`src/rtl/axil_req_arbiter.sv`:
```
// Round-robin arbiter sharing one AXI-Lite style request port among NUM_REQ requesters.
// Optional BUSY watchdog enabled by defining AXIL_ARB_TIMEOUT_EN.
module axil_req_arbiter #(
  parameter int unsigned NUM_REQ        = 4,
  parameter int unsigned ADDR_WIDTH     = 32,
  parameter int unsigned DATA_WIDTH     = 32,
  parameter int unsigned TIMEOUT_CYCLES = 256
) (
  input  logic                                clk_i,
  input  logic                                rst_i,
  input  logic [NUM_REQ-1:0]                  req_valid_i,
  input  logic [NUM_REQ-1:0]                  req_write_i,
  input  logic [NUM_REQ*ADDR_WIDTH-1:0]       req_addr_i,
  input  logic [NUM_REQ*DATA_WIDTH-1:0]       req_wdata_i,
  input  logic [NUM_REQ*(DATA_WIDTH/8)-1:0]   req_wstrb_i,
  output logic [NUM_REQ-1:0]                  rsp_ready_o,
  output logic [DATA_WIDTH-1:0]               rsp_rdata_o,
  output logic                                rsp_error_o,
  output logic                                m_valid_o,
  output logic                                m_write_o,
  output logic [ADDR_WIDTH-1:0]               m_addr_o,
  output logic [DATA_WIDTH-1:0]               m_wdata_o,
  output logic [DATA_WIDTH/8-1:0]             m_wstrb_o,
  input  logic                                m_ready_i,
  input  logic [DATA_WIDTH-1:0]               m_rdata_i,
  input  logic                                m_error_i,
  output logic                                busy_o,
  output logic                                timeout_o
);

  localparam int unsigned SW    = DATA_WIDTH / 8;
  localparam int unsigned PTR_W = (NUM_REQ > 1) ? $clog2(NUM_REQ) : 1;

  localparam logic [1:0] IDLE = 2'd0;
  localparam logic [1:0] BUSY = 2'd1;
  localparam logic [1:0] RESP = 2'd2;

  logic [1:0]            state, state_n;
  logic [PTR_W-1:0]      ptr, ptr_n;
  logic [PTR_W-1:0]      grant, grant_n;
  logic [PTR_W-1:0]      sel;
  logic                  found;
  logic                  m_valid_n, m_write_n;
  logic [ADDR_WIDTH-1:0] m_addr_n;
  logic [DATA_WIDTH-1:0] m_wdata_n;
  logic [SW-1:0]         m_wstrb_n;
  logic [NUM_REQ-1:0]    rsp_ready_n;
  logic [DATA_WIDTH-1:0] rsp_rdata_n;
  logic                  rsp_error_n;
  logic                  timeout_n;

`ifdef AXIL_ARB_TIMEOUT_EN
  localparam int unsigned CNT_W = (TIMEOUT_CYCLES > 1) ? $clog2(TIMEOUT_CYCLES) : 1;
  logic [CNT_W-1:0] cnt, cnt_n;
`else
  logic unused_cfg;
  assign unused_cfg = |TIMEOUT_CYCLES;
`endif

  // First valid requester at or above the round-robin pointer, wrapping.
  always_comb begin
    found = 1'b0;
    sel   = '0;
    for (int unsigned i = 0; i < NUM_REQ; i++) begin
      logic [PTR_W-1:0] idx;
      idx = PTR_W'((32'(ptr) + i) % NUM_REQ);
      if (!found && req_valid_i[idx]) begin
        found = 1'b1;
        sel   = idx;
      end
    end
  end

  always_comb begin
    state_n     = state;
    ptr_n       = ptr;
    grant_n     = grant;
    m_valid_n   = m_valid_o;
    m_write_n   = m_write_o;
    m_addr_n    = m_addr_o;
    m_wdata_n   = m_wdata_o;
    m_wstrb_n   = m_wstrb_o;
    rsp_ready_n = '0;
    rsp_rdata_n = '0;
    rsp_error_n = 1'b0;
    timeout_n   = 1'b0;
`ifdef AXIL_ARB_TIMEOUT_EN
    cnt_n       = cnt;
`endif
    case (state)
      IDLE: begin
        if (found) begin
          state_n   = BUSY;
          grant_n   = sel;
          m_valid_n = 1'b1;
          m_write_n = req_write_i[sel];
          m_addr_n  = req_addr_i[32'(sel)*ADDR_WIDTH +: ADDR_WIDTH];
          m_wdata_n = req_wdata_i[32'(sel)*DATA_WIDTH +: DATA_WIDTH];
          m_wstrb_n = req_wstrb_i[32'(sel)*SW +: SW];
`ifdef AXIL_ARB_TIMEOUT_EN
          cnt_n     = '0;
`endif
        end
      end
      BUSY: begin
        if (m_ready_i) begin
          state_n     = RESP;
          m_valid_n   = 1'b0;
          ptr_n       = (32'(grant) == NUM_REQ - 1) ? '0 : grant + PTR_W'(1);
          rsp_ready_n = NUM_REQ'(1) << grant;
          rsp_rdata_n = m_write_o ? '0 : m_rdata_i;
          rsp_error_n = m_error_i;
        end
`ifdef AXIL_ARB_TIMEOUT_EN
        // Watchdog abort: respond with error and move the pointer on.
        else if (32'(cnt) == TIMEOUT_CYCLES - 1) begin
          state_n     = RESP;
          m_valid_n   = 1'b0;
          ptr_n       = (32'(grant) == NUM_REQ - 1) ? '0 : grant + PTR_W'(1);
          rsp_ready_n = NUM_REQ'(1) << grant;
          rsp_error_n = 1'b1;
          timeout_n   = 1'b1;
        end else begin
          cnt_n = cnt + CNT_W'(1);
        end
`endif
      end
      RESP:    state_n = IDLE;
      default: state_n = IDLE;
    endcase
  end

  always_ff @(posedge clk_i) begin
    if (rst_i) begin
      state       <= IDLE;
      ptr         <= '0;
      grant       <= '0;
      m_valid_o   <= 1'b0;
      m_write_o   <= 1'b0;
      m_addr_o    <= '0;
      m_wdata_o   <= '0;
      m_wstrb_o   <= '0;
      rsp_ready_o <= '0;
      rsp_rdata_o <= '0;
      rsp_error_o <= 1'b0;
      busy_o      <= 1'b0;
      timeout_o   <= 1'b0;
`ifdef AXIL_ARB_TIMEOUT_EN
      cnt         <= '0;
`endif
    end else begin
      state       <= state_n;
      ptr         <= ptr_n;
      grant       <= grant_n;
      m_valid_o   <= m_valid_n;
      m_write_o   <= m_write_n;
      m_addr_o    <= m_addr_n;
      m_wdata_o   <= m_wdata_n;
      m_wstrb_o   <= m_wstrb_n;
      rsp_ready_o <= rsp_ready_n;
      rsp_rdata_o <= rsp_rdata_n;
      rsp_error_o <= rsp_error_n;
      busy_o      <= (state_n != IDLE);
      timeout_o   <= timeout_n;
`ifdef AXIL_ARB_TIMEOUT_EN
      cnt         <= cnt_n;
`endif
    end
  end

endmodule
```
`config.mk`:
```
export PLATFORM = sky130hd
export DESIGN_NAME = axil_req_arbiter
export DESIGN_NICKNAME = d
export VERILOG_FILES = /design/src/rtl/axil_req_arbiter.sv
export SDC_FILE = /design/constraint.sdc
export NUM_CORES = 1
export LEC_CHECK = 0
export ABC_AREA = 1
export CAP_MARGIN = 20
export CORE_AREA = 3 3 165 167
export DETAILED_ROUTE_END_ITERATION = 16
export DIE_AREA = 0 0 168 170
export GPL_TIMING_DRIVEN = 0
export HOLD_SLACK_MARGIN = 0.06
export SYNTH_ARGS = -nofsm -noshare
export SYNTH_HDL_FRONTEND = slang
export SYNTH_SLANG_ARGS = --single-unit
export TNS_END_PERCENT = 10
```
`constraint.sdc`:
```
create_clock -name clk_i -period 2.4 [get_ports clk_i]
set_input_delay 0.36 -clock clk_i [delete_from_list [all_inputs] [get_ports clk_i]]
set_output_delay 0.36 -clock clk_i [all_outputs]
set_load 0.005 [all_outputs]
```
=== Word-level counts from Yosys, hierarchy flattened ===
Cells that the tools add are included.

* Register bits after elaboration: 114
* Bits of input ports: 316
* Output and inout port bits: 109
* Logic and storage cells: 70

* Add/subtract/negate cells: 4
* $lt $le $gt $ge: 5
* Equality and inequality tests: 4
* Shifts and indexed selects: 4
* Muxes and demuxes: 25
* Bitwise gates (word level): 2
* Reduce and logical (&&, ||, !) cells: 14

{| class="wikitable"
|+ Operators by type and width
! operator !! number
|-
| 128-bit by 8-bit variable part select with 32-bit output || 2
|-
| 16-bit by 5-bit variable part select with 4-bit output || 1
|-
| 2-bit by 3-bit < comparator with 1-bit output, second input constant || 5
|-
| 2-bit 2-to-1 mux || 7
|-
| 1-bit 2-to-1 mux || 11
|-
| 1-bit binary-select mux with 2-bit select || 5
|-
| 2-bit by 1-bit adder with 2-bit output, second input constant || 2
|-
| 2-bit adder, second input constant || 2
|-
| 2-bit inequality test, second input constant || 2
|-
| 2-bit case mux with 2 select lines || 1
|-
| 2-bit AND reduction || 2
|-
| 2-bit nonzero test || 2
|-
| 4-bit OR reduction || 1
|-
| 1-bit by 2-bit left shift with 4-bit output, first input constant || 1
|-
| 1-bit logical AND || 3
|-
| 1-bit zero test || 3
|-
| 3-bit AND reduction || 1
|-
| 3-bit OR reduction || 1
|-
| 2-bit by 1-bit == test with 1-bit output, second input constant || 1
|-
| 2-bit == test, second input constant || 1
|-
| 2-bit zero test || 1
|-
| 1-bit NOT || 2
|-
| 1-bit case mux with 2 select lines || 1
|}

=== Logic depth before layout (Yosys ltp) ===
* Word-level depth: 15
* Depth in mapped cells: 16
* Gate-level depth less buffers: 15

=== Worst setup path after synthesis ===
No wires, ideal clock.

* Path type: reg2reg
* From: register ptr[0]
* To: register m_write_o
* Library setup time: 109 ps
* Arrival: 1770 ps
* Required time: 2291 ps
* Path slack: 521 ps
* Stages on the path, launching flop included: 15
* Path buffers: 3
* Period minus slack after synthesis: 1879 ps
* Cells stage by stage: dfxtp_1 buf_4 nand2_1 nand3_1 nand2_1 nor2_4 nand3_2 nand3_2 nand2_4 buf_4 buf_4 nand3_1 nand3_1 nand2_1 inv_1

* Word-level cells in the longest chain between the ends: 14
* Elaborated cells between the ends (all ways): 28
* Classes of those cells: 3 x add/sub; 18 x mux; 7 x reduce/logical

{| class="wikitable"
|+ RTL lines
! item !! line !! RTL
|-
| from (decl) || 39 || <nowiki>logic [PTR_W-1:0] ptr, ptr_n;</nowiki>
|-
| from (signal assigned) || 153 || <nowiki>ptr <= ptr_n;</nowiki>
|-
| branches (longest 14 deep; another with 2-bit by 1-bit adder with 2-bit output) || - ||
|-
| to (signal assigned) || 156 || <nowiki>m_write_o <= m_write_n;</nowiki>
|-
| to (decl) || 20 || <nowiki>output logic m_write_o,</nowiki>
|}

Parallel ways; which one is timed is not known. The select of a mux whose other input is x is not followed.
A chain may end at the register's enable or synchronous reset.

=== Worst setup path in the final report ===
* From: input req_valid_i[3]
* To: register m_write_o

* Word-level cells in the longest chain between the ends: 14
* Elaborated cells between the ends (all ways): 25
* Classes of those cells: 18 x mux; 7 x reduce/logical

{| class="wikitable"
|+ RTL lines
! item !! line !! RTL
|-
| from (decl) || 11 || <nowiki>input logic [NUM_REQ-1:0] req_valid_i,</nowiki>
|-
| 1-bit binary-select mux with 2-bit select || 67 || <nowiki>if (!found && req_valid_i[idx]) begin</nowiki>
|-
| 1-bit 2-to-1 mux (implied by the code) || 67 ||
|-
| 1-bit 2-to-1 mux || 67 ||
|-
| 1-bit zero test || 67 ||
|-
| 1-bit logical AND || 67 ||
|-
| 1-bit 2-to-1 mux || 67 ||
|-
| 1-bit zero test || 67 ||
|-
| 1-bit logical AND || 67 ||
|-
| 1-bit 2-to-1 mux || 67 ||
|-
| 1-bit zero test || 67 ||
|-
| 1-bit logical AND || 67 ||
|-
| 2-bit 2-to-1 mux || 67 ||
|-
| 1-bit binary-select mux with 2-bit select || 96 || <nowiki>m_write_n = req_write_i[sel];</nowiki>
|-
| 1-bit 2-to-1 mux (implied by the code) || 96 ||
|}

Parallel ways exist; a longest one is shown, timed or not. The select of a mux whose other input is x is not followed.

==> metrics.cfg <==
[run_status]
outcome = finished, final reports clean

[sta]
timing.final.setup_violations = 0
finalHoldViolations = 0
final-max-slew-violation-count = 0
tightestPinTransition_ps = 763.9
rsz0062_at_grt = yes
fin_worst_skew_ps = 12.03
max_clock_freq_ghz = 0.4383
timing.final.crit_period_ps = 2281
maxSlewHeadroom = 0.4908
period_share = 0.9506

[floorplanning]
number_of_placement_rows = 59
die_area_um2 = 28560
num_io_pins = 425
floorplan.die.height_um = 170
start_util = 0.2596
die_x_um = 168
core_area_um2 = 25910

[grt]
grtUsageTotal = 0.2191
grt_antenna_before_repair = 1
globalRouteOverflowTotal = 0
first_global_vias = 8353
grt_max_degree = 17
grt_pass1_wl_um = 48200

[pwr]
power_dens_cells_nw_per_um2 = 801.2
ir_worst_vdd_mv = 0.4528
power_leakage_nw = 5.764
total_power_w = 0.009701

[placement]
portBuffers = 423
gpl.final_weighted_congestion = 0.8963
detailedPlacementHpwl_um = 26160

[setup_path]
critPathCaptureType = flip-flop
critical_path_peak_fanout = 10
worst_ep_arrival_time_ps = 2600
start_kind = input pin
worstSetupPathType = input pin to flip-flop
path_cells = clkdlybuf4s50_1 -> inv_1 -> nand2_1 -> nand3_1 -> nand2_2 -> nor2_1 -> nor2_1 -> nand2_4 -> nand2_4 -> clkbuf_1 -> nand2_1 -> nand3_1 -> nand3_1 -> nand2_1 -> inv_1
cp_required_ps = 2720
critPathMaxStageDelay_ps = 500
critical_path.slowest_cell = sky130_fd_sc_hd__clkdlybuf4s50_1

[yosys]
synth.yosys.seq_area_share = 0.3393
synth_seq_cells = 114
netlist_area_um2 = 6726
synth_nets = 1479
per_instance_average_area_after_synthesis_um2 = 5.789
post_synth_edffs = 0
gate_count_after_technology_mapping = 1162
total_of_warnings_raised_by_yosys = 0
number_of_distinct_library_cells_after_synthesis = 28
synthArstFlopShare = 0
synth_flop_cell = sky130_fd_sc_hd__dfxtp_1

[detailed_routing]
routed-via-count = 8453
wirelength_routed_um = 32530
drt-wirelength-per-cell_um = 16.59
drt-pass1-iter-count = 5
drc_violations_left = 0
initialDrtViolationCount = 311
vias_per_cell = 4.311
drt.antenna.violating_nets = 0

[finish]
diodes = 0
finish.utilization = 0.4673
layout.cells.most_common = sky130_fd_sc_hd__clkdlybuf4s50_1
final_layout_size_suffix_gt1_frac = 0.07073
layout-area-overhead-vs-synth_pct = 80.02
layout_common_cells = sky130_fd_sc_hd__clkdlybuf4s50_1 (423), sky130_fd_sc_hd__nand2_1 (378), sky130_fd_sc_hd__nor2_1 (278)
num-nets-final = 1930
num-fill-cells = 2759

[run]
max-cap-violations = 0

[clocking]
tritoncts_num_sinks = 114
postCtsHoldBufs = 0
clock_buffers_created_by_tritoncts = 17
worst_skew_pair.late_latency_ps = 420
cts.reportedPaths.clkPinSlew_ps = 70
clock_path_buffers = 2
cts_tree = done
cts-root-buf = sky130_fd_sc_hd__clkbuf_16
h-tree-depth = 4

[worst_hold_path]
holdCritPathClass = input pin to flip-flop

## final timing paths
| path | from | to | slack [ps] | cells past startpoint |
|---|---|---|---|---|
| min reg2reg | m_valid_o$_SDFFE_PP0P_ | m_valid_o$_SDFFE_PP0P_ | 470 | 2 |
| max reg2reg | ptr[0]$_SDFFE_PP0P_ | m_wdata_o[21]$_SDFFE_PP0P_ | 120 | 14 |
| max | req_valid_i[3] | m_write_o$_SDFFE_PP0P_ | 120 | 15 |
| min | m_rdata_i[5] | rsp_rdata_o[5]$_SDFF_PP0_ | 450 | 3 |
## cells by family (layout without fill, tap and decap cells)
family / after synthesis / count (layout) / synth area share
AOI/OAI and AO/OA: 48 / 48 / 0.03776
adders and majority gates: 1 / 1 / 0.001860
buffers and inverters: 203 / 667 / 0.1308
DFF: 114 / 114 / 0.3393
other: 1 / 1 / 0.0005575
and+or+nand+nor: 795 / 795 / 0.4898
## registers in the layout, indices dropped and copies added, names as in the netlist
| register | count |
|---|---|
| m_valid_o | 1 |
| rsp_error_o | 1 |
| grant | 2 |
| m_wstrb_o | 4 |
| state | 2 |
| m_write_o | 1 |
| ptr | 2 |
| m_wdata_o | 32 |
| rsp_ready_o | 4 |
| m_addr_o | 32 |
| rsp_rdata_o | 32 |
| busy_o | 1 |
## Yosys cell counts, drive strengths merged (4+ instances only)
cell type	number	area, µm²
nor3	4	20.02
o21ai	4	20.01
inv	136	513.0
a21oi	43	226.5
nand2	384	1469
buf	47	291.5
nand3	100	523.0
dfxtp	114	2282
nor2	281	1079
clkbuf	20	75.07
nand3b	25	191.4
## worst max-delay path: cells and delay by family
family | cells | cell delay [ps]
buffers and inverters | 4 | 990
AND/OR/NAND/NOR | 11 | 1240
## metal layers
metal / wire length, µm / track usage
met1: 12660 / 0.2465
met2: 16350 / 0.3996
met3: 2828 / 0.07015
met4: 681 / 0.05941
met5: 13 / 0
## report_power, final
part | switching [W] | internal [W]
Sequential | 0.000191 | 0.00227
Combinational | 0.00249 | 0.00212
Clock | 0.00114 | 0.00148
Total | 0.00383 | 0.00587
## final cells by class
type / count / area, µm² / share of cell area
Multi-Input combinational cell: 845 / 3583 / 0.2959
Sequential cell: 114 / 2283 / 0.1886
Clock inverter: 15 / 162.7 / 0.01343
Inverter: 136 / 515.5 / 0.04257
Tap cell: 335 / 419.2 / 0.03461
Clock buffer: 17 / 425.4 / 0.03513
Timing Repair Buffer: 433 / 4309 / 0.3559
Buffer: 66 / 410.4 / 0.03389
## what timing repair did
| action | 4_1_cts | 5_1_grt |
|---|---|---|
| endpoints found under the setup margin | 7 | 70 |
| resized for setup | 3 | 31 |
| pin swaps | 0 | 1 |
| buffers inserted | 4 | 6 |
## metrics by stage
stage | worst slack, ps | hold WS [ps] | TNS, ps | cell area, µm² | instances
floorplan | 521.3 | 448.9 | 0 | 6726 | 1162
global placement | -513.5 | 454.9 | -22140 | 11380 | 1920
detailed placement | -563.7 | 462.3 | -24450 | 11380 | 1920
CTS | 5.381 | 436.3 | 0 | 12010 | 1956
global route | -38.58 | 426.4 | -403.1 | 12110 | 1961
finish | 118.6 | 451.8 | 0 | 12110 | 1961
No activity file was read; power rests on OpenSTA's default activity.
